File: src/rtl/wd_pkg.sv
// -----------------------------------------------------------------------------
// wd_pkg
// Shared definitions for the multi-channel watchdog:
//   - wd_state_e    : per-channel FSM state encoding
//   - wd_params_ok  : parameter legality check, evaluated at elaboration time
// -----------------------------------------------------------------------------
package wd_pkg;

  typedef enum logic [1:0] {
    ST_DISABLED = 2'd0,
    ST_ARMED    = 2'd1,
    ST_WARN     = 2'd2,
    ST_TRIPPED  = 2'd3
  } wd_state_e;

  // Returns 1 when the parameter set describes a legal watchdog configuration.
  // TIMEOUT must fit in CNT_W bits because the counter parks at TIMEOUT.
  function automatic bit wd_params_ok(
    input int unsigned n_ch,
    input int unsigned cnt_w,
    input int unsigned timeout,
    input int unsigned warn_thresh,
    input int unsigned window_min
  );
    bit ok;
    ok = 1'b1;
    if ((n_ch < 32'd1) || (n_ch > 32'd32)) begin
      ok = 1'b0;
    end else begin
      ok = ok;
    end
    if ((cnt_w < 32'd2) || (timeout < 32'd2)) begin
      ok = 1'b0;
    end else begin
      ok = ok;
    end
    if ((cnt_w < 32'd32) && (timeout > ((32'd1 << cnt_w) - 32'd1))) begin
      ok = 1'b0;
    end else begin
      ok = ok;
    end
    if ((warn_thresh < 32'd1) || (warn_thresh >= timeout)) begin
      ok = 1'b0;
    end else begin
      ok = ok;
    end
    if (window_min >= timeout) begin
      ok = 1'b0;
    end else begin
      ok = ok;
    end
    return ok;
  endfunction

endpackage

File: src/rtl/wd_channel.sv
// -----------------------------------------------------------------------------
// wd_channel
// One watchdog channel: heartbeat edge detector, timeout counter and
// DISABLED/ARMED/WARN/TRIPPED state machine.
// Ports:
//   i_clk         : system clock, rising edge
//   i_rstn        : synchronous active-low reset
//   i_enable      : channel enable (level)
//   i_heartbeat   : kick input, rising edge is a kick
//   i_clear       : trip clear (level)
//   o_warning     : high while in WARN
//   o_triggered   : high while in TRIPPED
//   o_early_fault : sticky flag, trip caused by a kick inside the window
// -----------------------------------------------------------------------------
module wd_channel
  import wd_pkg::*;
#(
  parameter int unsigned CNT_W       = 32,
  parameter int unsigned TIMEOUT     = 1000,
  parameter int unsigned WARN_THRESH = 800,
  parameter int unsigned WINDOW_MIN  = 0
) (
  input  logic i_clk,
  input  logic i_rstn,
  input  logic i_enable,
  input  logic i_heartbeat,
  input  logic i_clear,
  output logic o_warning,
  output logic o_triggered,
  output logic o_early_fault
);

  // Parameters brought to counter width once, so every compare is CNT_W wide.
  localparam logic [CNT_W-1:0] C_TMO    = CNT_W'(TIMEOUT);
  localparam logic [CNT_W-1:0] C_TMO_M1 = CNT_W'(TIMEOUT - 32'd1);
  localparam logic [CNT_W-1:0] C_WARN   = CNT_W'(WARN_THRESH);
  localparam logic [CNT_W-1:0] C_WIN    = CNT_W'(WINDOW_MIN);
  localparam logic [CNT_W-1:0] C_ONE    = CNT_W'(32'd1);
  localparam logic             C_WIN_EN = (WINDOW_MIN > 32'd0);

  wd_state_e        r_state;
  wd_state_e        w_state_nxt;
  logic [CNT_W-1:0] r_cnt;
  logic [CNT_W-1:0] w_cnt_nxt;
  logic [CNT_W-1:0] w_cnt_inc;
  logic             r_hb_prev;
  logic             r_early;
  logic             w_early_nxt;
  logic             w_kick;
  logic             w_too_early;

  assign w_kick      = i_heartbeat & ~r_hb_prev;
  assign w_cnt_inc   = r_cnt + C_ONE;
  assign w_too_early = C_WIN_EN & (r_cnt < C_WIN);

  // Next-state and next-counter logic for the channel FSM.
  always_comb begin
    w_state_nxt = r_state;
    w_cnt_nxt   = r_cnt;
    w_early_nxt = r_early;
    case (r_state)
      ST_DISABLED: begin
        w_cnt_nxt   = '0;
        w_early_nxt = 1'b0;
        if (i_enable) begin
          w_state_nxt = ST_ARMED;
        end else begin
          w_state_nxt = ST_DISABLED;
        end
      end
      ST_ARMED, ST_WARN: begin
        if (!i_enable) begin
          w_state_nxt = ST_DISABLED;
          w_cnt_nxt   = '0;
        end else if (w_kick && w_too_early) begin
          w_state_nxt = ST_TRIPPED;
          w_cnt_nxt   = C_TMO;
          w_early_nxt = 1'b1;
        end else if (w_kick) begin
          // A kick on the last counting cycle still wins over the trip.
          w_state_nxt = ST_ARMED;
          w_cnt_nxt   = '0;
        end else if (r_cnt == C_TMO_M1) begin
          w_state_nxt = ST_TRIPPED;
          w_cnt_nxt   = C_TMO;
        end else begin
          w_cnt_nxt = w_cnt_inc;
          if (w_cnt_inc >= C_WARN) begin
            w_state_nxt = ST_WARN;
          end else begin
            w_state_nxt = r_state;
          end
        end
      end
      ST_TRIPPED: begin
        // Clear outranks any kick; enable alone never releases a trip.
        if (i_clear) begin
          w_cnt_nxt   = '0;
          w_early_nxt = 1'b0;
          if (i_enable) begin
            w_state_nxt = ST_ARMED;
          end else begin
            w_state_nxt = ST_DISABLED;
          end
        end else begin
          w_state_nxt = ST_TRIPPED;
          w_cnt_nxt   = C_TMO;
        end
      end
      default: begin
        w_state_nxt = ST_DISABLED;
        w_cnt_nxt   = '0;
        w_early_nxt = 1'b0;
      end
    endcase
  end

  // State, counter, early flag and heartbeat sample registers.
  always_ff @(posedge i_clk) begin
    if (!i_rstn) begin
      r_state   <= ST_DISABLED;
      r_cnt     <= '0;
      r_early   <= 1'b0;
      r_hb_prev <= 1'b0;
    end else begin
      r_state   <= w_state_nxt;
      r_cnt     <= w_cnt_nxt;
      r_early   <= w_early_nxt;
      r_hb_prev <= i_heartbeat;
    end
  end

  assign o_warning     = (r_state == ST_WARN);
  assign o_triggered   = (r_state == ST_TRIPPED);
  assign o_early_fault = r_early;

endmodule

File: src/rtl/multi_channel_watchdog.sv
// -----------------------------------------------------------------------------
// multi_channel_watchdog
// N_CH independent watchdog channels plus a masked system reset request.
// Ports:
//   clk         : system clock, rising edge
//   rstn        : synchronous active-low reset
//   enable      : [N_CH] per-channel enable
//   heartbeat   : [N_CH] per-channel kick (rising edge)
//   clear       : [N_CH] per-channel trip clear
//   warning     : [N_CH] channel in warning band
//   triggered   : [N_CH] channel tripped (sticky until clear/reset)
//   early_fault : [N_CH] trip caused by a window violation
//   force_reset : OR of tripped channels selected by FR_MASK
// -----------------------------------------------------------------------------
module multi_channel_watchdog
  import wd_pkg::*;
#(
  parameter int unsigned         N_CH        = 4,
  parameter int unsigned         CNT_W       = 32,
  parameter int unsigned         TIMEOUT     = 1000,
  parameter int unsigned         WARN_THRESH = 800,
  parameter int unsigned         WINDOW_MIN  = 0,
  parameter logic [N_CH-1:0]     FR_MASK     = {N_CH{1'b1}}
) (
  input  logic            clk,
  input  logic            rstn,
  input  logic [N_CH-1:0] enable,
  input  logic [N_CH-1:0] heartbeat,
  input  logic [N_CH-1:0] clear,
  output logic [N_CH-1:0] warning,
  output logic [N_CH-1:0] triggered,
  output logic [N_CH-1:0] early_fault,
  output logic            force_reset
);

  if (!wd_params_ok(N_CH, CNT_W, TIMEOUT, WARN_THRESH, WINDOW_MIN)) begin : g_bad_params
    $error("multi_channel_watchdog: illegal parameter combination");
  end

  logic [N_CH-1:0] w_warning;
  logic [N_CH-1:0] w_triggered;
  logic [N_CH-1:0] w_early;

  for (genvar g = 0; g < N_CH; g++) begin : g_ch
    wd_channel #(
      .CNT_W      (CNT_W),
      .TIMEOUT    (TIMEOUT),
      .WARN_THRESH(WARN_THRESH),
      .WINDOW_MIN (WINDOW_MIN)
    ) u_ch (
      .i_clk        (clk),
      .i_rstn       (rstn),
      .i_enable     (enable[g]),
      .i_heartbeat  (heartbeat[g]),
      .i_clear      (clear[g]),
      .o_warning    (w_warning[g]),
      .o_triggered  (w_triggered[g]),
      .o_early_fault(w_early[g])
    );
  end

  assign warning     = w_warning;
  assign triggered   = w_triggered;
  assign early_fault = w_early;
  // Decoded straight from registered channel state: no extra cycle of delay.
  assign force_reset = |(w_triggered & FR_MASK);

endmodule

File: config.mk
export PLATFORM = sky130hd
export DESIGN_NAME = multi_channel_watchdog
export DESIGN_NICKNAME = d
export VERILOG_FILES = /design/src/rtl/wd_pkg.sv /design/src/rtl/wd_channel.sv /design/src/rtl/multi_channel_watchdog.sv
export SDC_FILE = /design/constraint.sdc
export NUM_CORES = 1
export LEC_CHECK = 0
export CAP_MARGIN = 20
export CORE_MARGIN = 4
export CORE_UTILIZATION = 50
export CTS_BUF_LIST = sky130_fd_sc_hd__clkbuf_8
export CTS_CLUSTER_SIZE = 25
export DETAILED_ROUTE_END_ITERATION = 12
export MAX_ROUTING_LAYER = met4
export PLACE_DENSITY_LB_ADDON = 0.05
export SYNTH_ARGS = -nofsm -noshare
export SYNTH_HDL_FRONTEND = slang
export SYNTH_SLANG_ARGS = --single-unit
File: constraint.sdc
create_clock -name clk -period 5.1 [get_ports clk]
set_input_delay 1.53 -clock clk [delete_from_list [all_inputs] [get_ports clk]]
set_output_delay 1.53 -clock clk [all_outputs]
set_load 0.02 [all_outputs]
## Word-level counts from Yosys, hierarchy flattened

Index checks and enable logic that the tools add are counted.

| cells by class | value |
|---|---|
| reductions and logical operators | 13 |
| bitwise operators | 12 |
| equality and inequality tests | 24 |
| multiplexer cells | 56 |
| add/sub/neg operators | 4 |
| magnitude comparators | 4 |

Operators with widths:

| kind | number |
|---|---|
| $mux 32 | 12 |
| $pmux 32 s3 | 4 |
| $add 32x1->32 const B | 4 |
| $eq 32x10->1 const B | 4 |
| $ge 32x10->1 const B | 4 |
| $mux 10 | 4 |
| $mux 2 | 20 |
| $pmux 2 s3 | 4 |
| $ne 5x2->1 const B | 4 |
| $eq 2x2->1 const B | 8 |
| $eq 2x1->1 const B | 4 |
| $logic_not 2->1 | 4 |
| $mux 1 | 8 |
| $ne 2x2->1 const B | 4 |
| $not 1->1 | 8 |
| $pmux 1 s2 | 4 |
| $reduce_and 2->1 | 4 |
| $reduce_or 2->1 | 4 |
| $and 1x1->1 | 4 |
| $reduce_or 4->1 | 1 |

| storage, ports and cells | value |
|---|---|
| word-level logic and storage cells | 129 |
| flip-flop bits (word level) | 144 |

## Logic depth before layout (Yosys ltp)

| logic depth | value |
|---|---|
| depth after elaboration | 7 |
| mapped depth | 10 |
| mapped depth without buffers | 9 |

## Cells and area by module

From an unflattened synthesis, not the netlist that was laid out.

| unflattened totals | value |
|---|---|
| cells, all modules | 1,003 |
| area, all modules | 8,331.7 µm² |

Modules (own cells, without submodules):

| module | sequential area each (µm²) | area an instance (µm²) | times used | cells each |
|---|---|---|---|---|
| wd_channel at g_ch[0].u_ch ... | 700.7 | 2,049.5 | 3 | 249 |
| wd_channel at g_ch[3].u_ch | 700.7 | 2,175.8 | 1 | 255 |
| multi_channel_watchdog | 0.0 | 7.5 | 1 | 1 |

## Least setup slack after synthesis

OpenSTA, ideal clock, no wires.

| timing | value |
|---|---|
| kind | input -> register |
| start | input heartbeat[3] |
| end | register g_ch[3].u_ch.r_state[1] |
| library setup time | 138 ps |
| required time | 4,962 ps |
| stages on the path | 6 |
| buffers on the path | 0 |
| arrival | 3,121 ps |
| setup slack | 1,841 ps |
| path through | nor2b_1 -> nor3_1 -> nand2_1 -> or4_1 -> or4_4 -> mux2i_1 |

| between the ends | value |
|---|---|
| longest elaborated chain between the ends | 4 |
| elaborated cells between the ends (all ways) | 5 |
| those cells by class | eq/ne: 1; mux: 3; bitwise: 1 |

RTL lines:

| element | line | text |
|---|---|---|
| from (decl) | multi_channel_watchdog.sv:28 | `input logic [N_CH-1:0] heartbeat,` |
| $and 1x1->1 (*) | wd_channel.sv:52 | `assign w_kick = i_heartbeat & ~r_hb_prev;` |
| $mux 2 | wd_channel.sv:79 | `end else if (w_kick) begin` |
| $mux 2 | wd_channel.sv:72 | `if (!i_enable) begin` |
| $pmux 2 s3 | wd_channel.sv:61 | `case (r_state)` |
| to (signal assigned) | wd_channel.sv:126 | `r_state <= w_state_nxt;` |
| to (decl) | wd_channel.sv:41 | `wd_state_e r_state;` |

Every way passes the cells marked *; elsewhere a longest branch is shown, timed or not.
A chain may end at the register's enable or synchronous reset.

## Worst setup path in the final report

| timing | value |
|---|---|
| start | register g_ch[1].u_ch.r_state[0] |
| end | output force_reset |

| between the ends | value |
|---|---|
| longest elaborated chain between the ends | 2 |

RTL lines:

| element | line | text |
|---|---|---|
| from (decl) | wd_channel.sv:41 |  |
| from (signal assigned) | wd_channel.sv:126 |  |
| $eq 2x2->1 | wd_channel.sv:134 | `assign o_triggered = (r_state == ST_TRIPPED);` |
| $reduce_or 4->1 | multi_channel_watchdog.sv:66 | `assign force_reset = \|(w_triggered & FR_MASK);` |
| to (decl) | multi_channel_watchdog.sv:33 | `output logic force_reset` |

No other way between the ends.

==> impl_metrics.json <==
{
  "status": "complete, no violations",
  "critical_path_class": "flop to output port",
  "cts-htree-levels": 4,
  "p_leak_nw": 2.884,
  "final_common_cell": "nor2_1",
  "finalSetupViolCount": 0,
  "cp_slowest_cell": "clkdlybuf4s50_1",
  "core_um2": 16120,
  "crit_path_max_fanout": 4,
  "grt_pass1_wl_mm": 31.06,
  "drv_slew": 0,
  "rsz0062_at_grt": "false",
  "cp.required_ns": 3.57,
  "period_share_pct": 72.01,
  "fin_skew_ns": 0.008729,
  "cts_max_path_buffers": 2,
  "synth-edff-count": 0,
  "ys_seq_area_share_pct": 33.65,
  "vias": 7066,
  "layout_min_cycle_time_ns": 3.673,
  "syn_to_final_growth_pct": 6.580,
  "netlist_area_um2": 8328,
  "fp.dieW_um": 137.1,
  "clkSinkCount": 140,
  "avgSynthCellArea_um2": 7.931,
  "startpoint_type": "flop",
  "dr.pass1.iters": 5,
  "cts_tree": "built",
  "insertion_delay_ns": 0.45,
  "cts_made_buffers": 17,
  "cp.arrival_ns": 2.14,
  "yosysWarnings": 0,
  "regArea_um2": 2803,
  "ctsRootBufferMaster": "clkbuf_8",
  "overflow": 0,
  "grt_max_degree": 27,
  "final_area_um2": 8876,
  "synthFlopType": "dfxtp_1",
  "worstMarginPinSlew_ns": 0.9445,
  "finalWirelength_mm": 18.54,
  "drt_iter0_markers": 524,
  "ys_seq_elements": 140,
  "post_drt_wl_per_cell_um": 14.73,
  "grt_antenna_before_repair": 0,
  "fp-row-count": 46,
  "dieHeight_um": 137.1,
  "mostFrequentLayoutCells": "168 x nor2_1, 140 x dfxtp_1, 78 x nand2_1",
  "hold_viol_final": 0,
  "drive_gt1_share_pct": 5.374,
  "clk_pin_slew_ns": 0.07,
  "multiInputGateArea_um2": 5107,
  "place_area_um2": 8524,
  "slew_headroom_pct": 37.03,
  "io_pins": 27,
  "dieArea_um2": 18790,
  "hp-class": "flop to flop",
  "holdWs_ns": 0.4606,
  "ir_worst_vdd_mv": 0.1646,
  "drc": 0,
  "setup_tns_ns": 0,
  "crit_buf_inv": 1,
  "fmax_ghz": 0.2723,
  "layout.nets": 1062,
  "hpwl_mm": 13.28,
  "start_util_pct": 51.68,
  "crit_path_end_kind": "output port",
  "drt.antenna.violating_nets": 0,
  "post_cts_buffers": 0,
  "hold_buffers": 0,
  "cp_top_family": "buffers and inverters",
  "drv_cap": 0,
  "p_per_area_nw_per_um2": 220.1,
  "gp_congestion": 0.8191,
  "async_reset_ff_share_pct": 0,
  "grt_pass1_vias": 6326,
  "crit_chain": "ha_1, or4_1, clkdlybuf4s50_1",
  "insertedDiodeCount": 0,
  "vias_per_cell": 5.617,
  "syn_inst": 1050,
  "cts_resized": 0,
  "fillers": 1628,
  "max_stage_delay_ns": 0.55,
  "synth_cell_type_count": 79,
  "portBuffers": 22,
  "grtUsageTotal_pct": 20.95
}
==> metrics by stage <==
step                worst slack [ns]  instances  util, %  power [mW]
floorplan                      1.841       1053        -       1.152
global placement               1.314       1228    52.90       1.169
detailed placement             1.240       1228    52.90       1.169
CTS                            1.374       1257    54.98       1.977
global route                   1.315       1258    55.08       2.033
finish                         1.427       1258    55.08       1.954
==> state kept, by name, indices dropped and copies added (netlist names) <==
register / flops
g_ch.u_ch.r_cnt: 128
g_ch.u_ch.r_state: 8
g_ch.u_ch.r_hb_prev: 4
==> cell type report <==
cell class	count	area share [%]
Clock buffer	20	3.101
Tap cell	216	3.045
Inverter	21	0.8881
Multi-Input combinational cell	823	57.54
Clock inverter	9	0.6907
Timing Repair Buffer	29	3.158
Sequential cell	140	31.58
==> layer usage <==
layer / part of all wire (%) / vias to the layer above / global-route usage [%]
li1: - / 3659 / -
met2: 44 / 125 / 31.23
met1: 51 / 3260 / 29.02
met3: 3.6 / 22 / 4.228
met5: 0 / - / -
met4: 1.3 / 0 / 5.599
==> path summary, 6_finish.rpt <==
kind / startpoint / end / slack [ns] / depth (start not counted)
worst max register to register: g_ch[1].u_ch.r_cnt[10]$_SDFF_PN0_ / g_ch[1].u_ch.r_state[1]$_SDFFE_PN0P_ / 1.65 / 8
worst max-delay path: g_ch[1].u_ch.r_state[0]$_SDFFE_PN0P_ / force_reset / 1.43 / 3
worst min register to register: g_ch[0].u_ch.r_cnt[0]$_SDFF_PN0_ / g_ch[0].u_ch.r_cnt[0]$_SDFF_PN0_ / 0.46 / 1
worst min-delay path: g_ch[0].u_ch.r_cnt[0]$_SDFF_PN0_ / g_ch[0].u_ch.r_cnt[0]$_SDFF_PN0_ / 0.46 / 1
==> report_power, final <==
part           internal (mW)  switching (mW)  total, mW
sequential              1.10         0.00249       1.10
combinational         0.0215          0.0235     0.0450
clock                  0.403           0.407      0.810
total                   1.52           0.433       1.95
==> cell usage after synthesis (all sizes together) (3+ instances only) <==
cell type | instances | area, µm²
a2111oi | 3 | 26.28
a211oi | 3 | 22.52
a21oi | 34 | 170.2
a22o | 4 | 35.03
a31oi | 11 | 68.82
and2 | 15 | 93.84
and3 | 31 | 196.4
and4 | 10 | 90.09
buf | 23 | 170.2
clkbuf | 46 | 192.7
dfxtp | 140 | 2803
ha | 16 | 200.2
inv | 21 | 78.83
mux2 | 5 | 56.30
mux2i | 11 | 110.1
nand2 | 78 | 292.8
nand3 | 66 | 335.3
nand3b | 4 | 30.03
nand4 | 55 | 374.1
nand4b | 4 | 35.03
nor2 | 169 | 636.9
nor2b | 12 | 75.07
nor3 | 35 | 191.4
nor3b | 3 | 22.52
nor4 | 35 | 246.5
nor4b | 5 | 43.79
o211ai | 3 | 22.52
o21a | 4 | 30.03
o21ai | 17 | 85.08
or3 | 7 | 43.79
or4 | 13 | 105.1
xnor2 | 72 | 630.6
xor2 | 55 | 481.7
==> kinds of logic (layout without fill, tap and decap cells) <==
family,Yosys count,count (layout),share of synthesized area [%]
adders and majority gates,16,16,2.404
and+or+nand+nor,553,553,34.87
muxes,16,16,1.998
other,1,4,0.04503
DFF,140,140,33.65
xor gates and xnor gates,127,127,13.36
buffers and inverters,90,79,5.304
AOI/OAI and AO/OA,107,107,8.368
No activity file was read; power rests on OpenSTA's default activity.
==> RTL change: new RTL, same flow settings <==
Encoding of `wd_state_e`: now one-hot (4 bits for 4 states).
--- a/src/rtl/wd_pkg.sv
+++ b/src/rtl/wd_pkg.sv
@@ -8,7 +8,7 @@
 
-  typedef enum logic [1:0] {
-    ST_DISABLED = 2'd0,
-    ST_ARMED    = 2'd1,
-    ST_WARN     = 2'd2,
-    ST_TRIPPED  = 2'd3
+  typedef enum logic [3:0] {
+    ST_DISABLED = 4'b0001,
+    ST_ARMED    = 4'b0010,
+    ST_WARN     = 4'b0100,
+    ST_TRIPPED  = 4'b1000
   } wd_state_e;
Formal check against the unedited RTL: same outputs for any inputs over 4 cycles, from zero or initial values and one cycle with rstn low; so few cycles prove little.
==> RTL change against the original RTL <==
- area after synthesis is 6.1% higher
- routed wire length grew 9.9%
- worst setup slack got worse by 0.22 ns
- clock power increased by 2.5%
- power up 5.5%
- sequential cell count increased by 8
- cell area increased by 5.3%
- via count rose by 9.9%
- largest cell class unchanged
==> RTL change: results (changes against the original RTL) <==
- Highest net fanout along the worst path: 8 (+4)
- Layout cells sized above 1: 0.0486 (-0.00518)
- Static leakage: 3.03 nW (+5.0%)
- Met3 usage: 0.0424 (+0.000122)
- Share of synthesized area occupied by flip-flops and latches: 0.335 (-0.00127)
- Minimum setup slack after placement: 0.959 ns (-0.281 ns)
- Vias: 7764 (+9.9%)
- Outcome: finished clean
- Final Wtd Congestion: 0.896 (+9.4%)
- Worst clock skew on the final layout: 0.0149 ns (+0.00621 ns)
- Mux share of post-synthesis cell area: 0.00566 (-0.0143)
- Sequential cell fraction of total power: 0.568 (+0.006)
- Ranking of synthesized cells by area: dfxtp_1 34%, xnor2_1 7.7%, nor2_1 6.7%
- Clock-net power: 0.830 mW (+2.5%)
- Met3 Wirelength: 1070 um (+61%)
- Detailed route wirelength on metal2: 8640 um (+6.6%)
- Fraction of registers with async set/reset: 0 (unchanged)
- Largest voltage drop on the vdd net: 179 uV (+8.6%)
- DRC violation total after the first TritonRoute iteration: 509 (-2.9%)
- Detail-routed net length per standard cell: 15.2 um (+3.4%)
- Rel. slew slack: 0.380 (+0.00940)
- Post-synthesis share of cell area spent on xor and xnor gates: 0.143 (+0.00915)
- Category of cells accounting for the largest share of critical-path delay: simple AND/OR/NAND/NOR gates
- Global routing met2 resource utilization: 0.304 (-0.00833)
- CTS H-tree depth: 4 (unchanged)
- Number of different library cells in the post-synthesis netlist: 74 (-6.3%)
- Arrival time of data at the critical path endpoint: 2.36 ns (+0.22 ns)
- GRT Resource Usage Total: 0.213 (+0.00309)
- Commonest cells in the netlist: 157 x nor2_1, 148 x dfxtp_1, 87 x nand2_1, 78 x xnor2_1, 74 x nand3_1
- Synth Area in Compound Gates: 0.100 (+0.0164)
- Internal power consumption: 1.57 mW (+3.5%)
- Detailed-placement wirelength estimate: 14700 um (+11%)
- Synthesized-area fraction occupied by adder cells: 0.0113 (-0.0127)
RTL change: cell type report:
type                    count  area [um2]
clock buffers              18         248
inverters                  17        63.8
well taps                 225         282
clock inverters            12        95.1
fillers                  1704        7950
flip-flops and latches    148        2960
multi-input cells         890        5440
repair buffers             27         258
RTL change: metrics by stage:
step                 util  total power [mW]  instance area, um2  instances
finish              0.540              2.06                9350       1337
global route        0.540              2.14                9350       1337
CTS                 0.540              2.09                9350       1337
detailed placement  0.521              1.26                9000       1307
global placement    0.521              1.26                9000       1307
floorplan               -              1.24                8850       1139
RTL change: worst paths after layout:
path / startpoint / to / slack [ns] / cells past startpoint
min: g_ch[0].u_ch.r_cnt[0] / g_ch[0].u_ch.r_cnt[0] / 0.48 / 1
max: g_ch[1].u_ch.r_state[1] / force_reset / 1.21 / 4
min reg2reg: g_ch[0].u_ch.r_cnt[0] / g_ch[0].u_ch.r_cnt[0] / 0.48 / 1
max reg2reg: g_ch[1].u_ch.r_cnt[0] / g_ch[1].u_ch.r_state[2] / 1.86 / 8
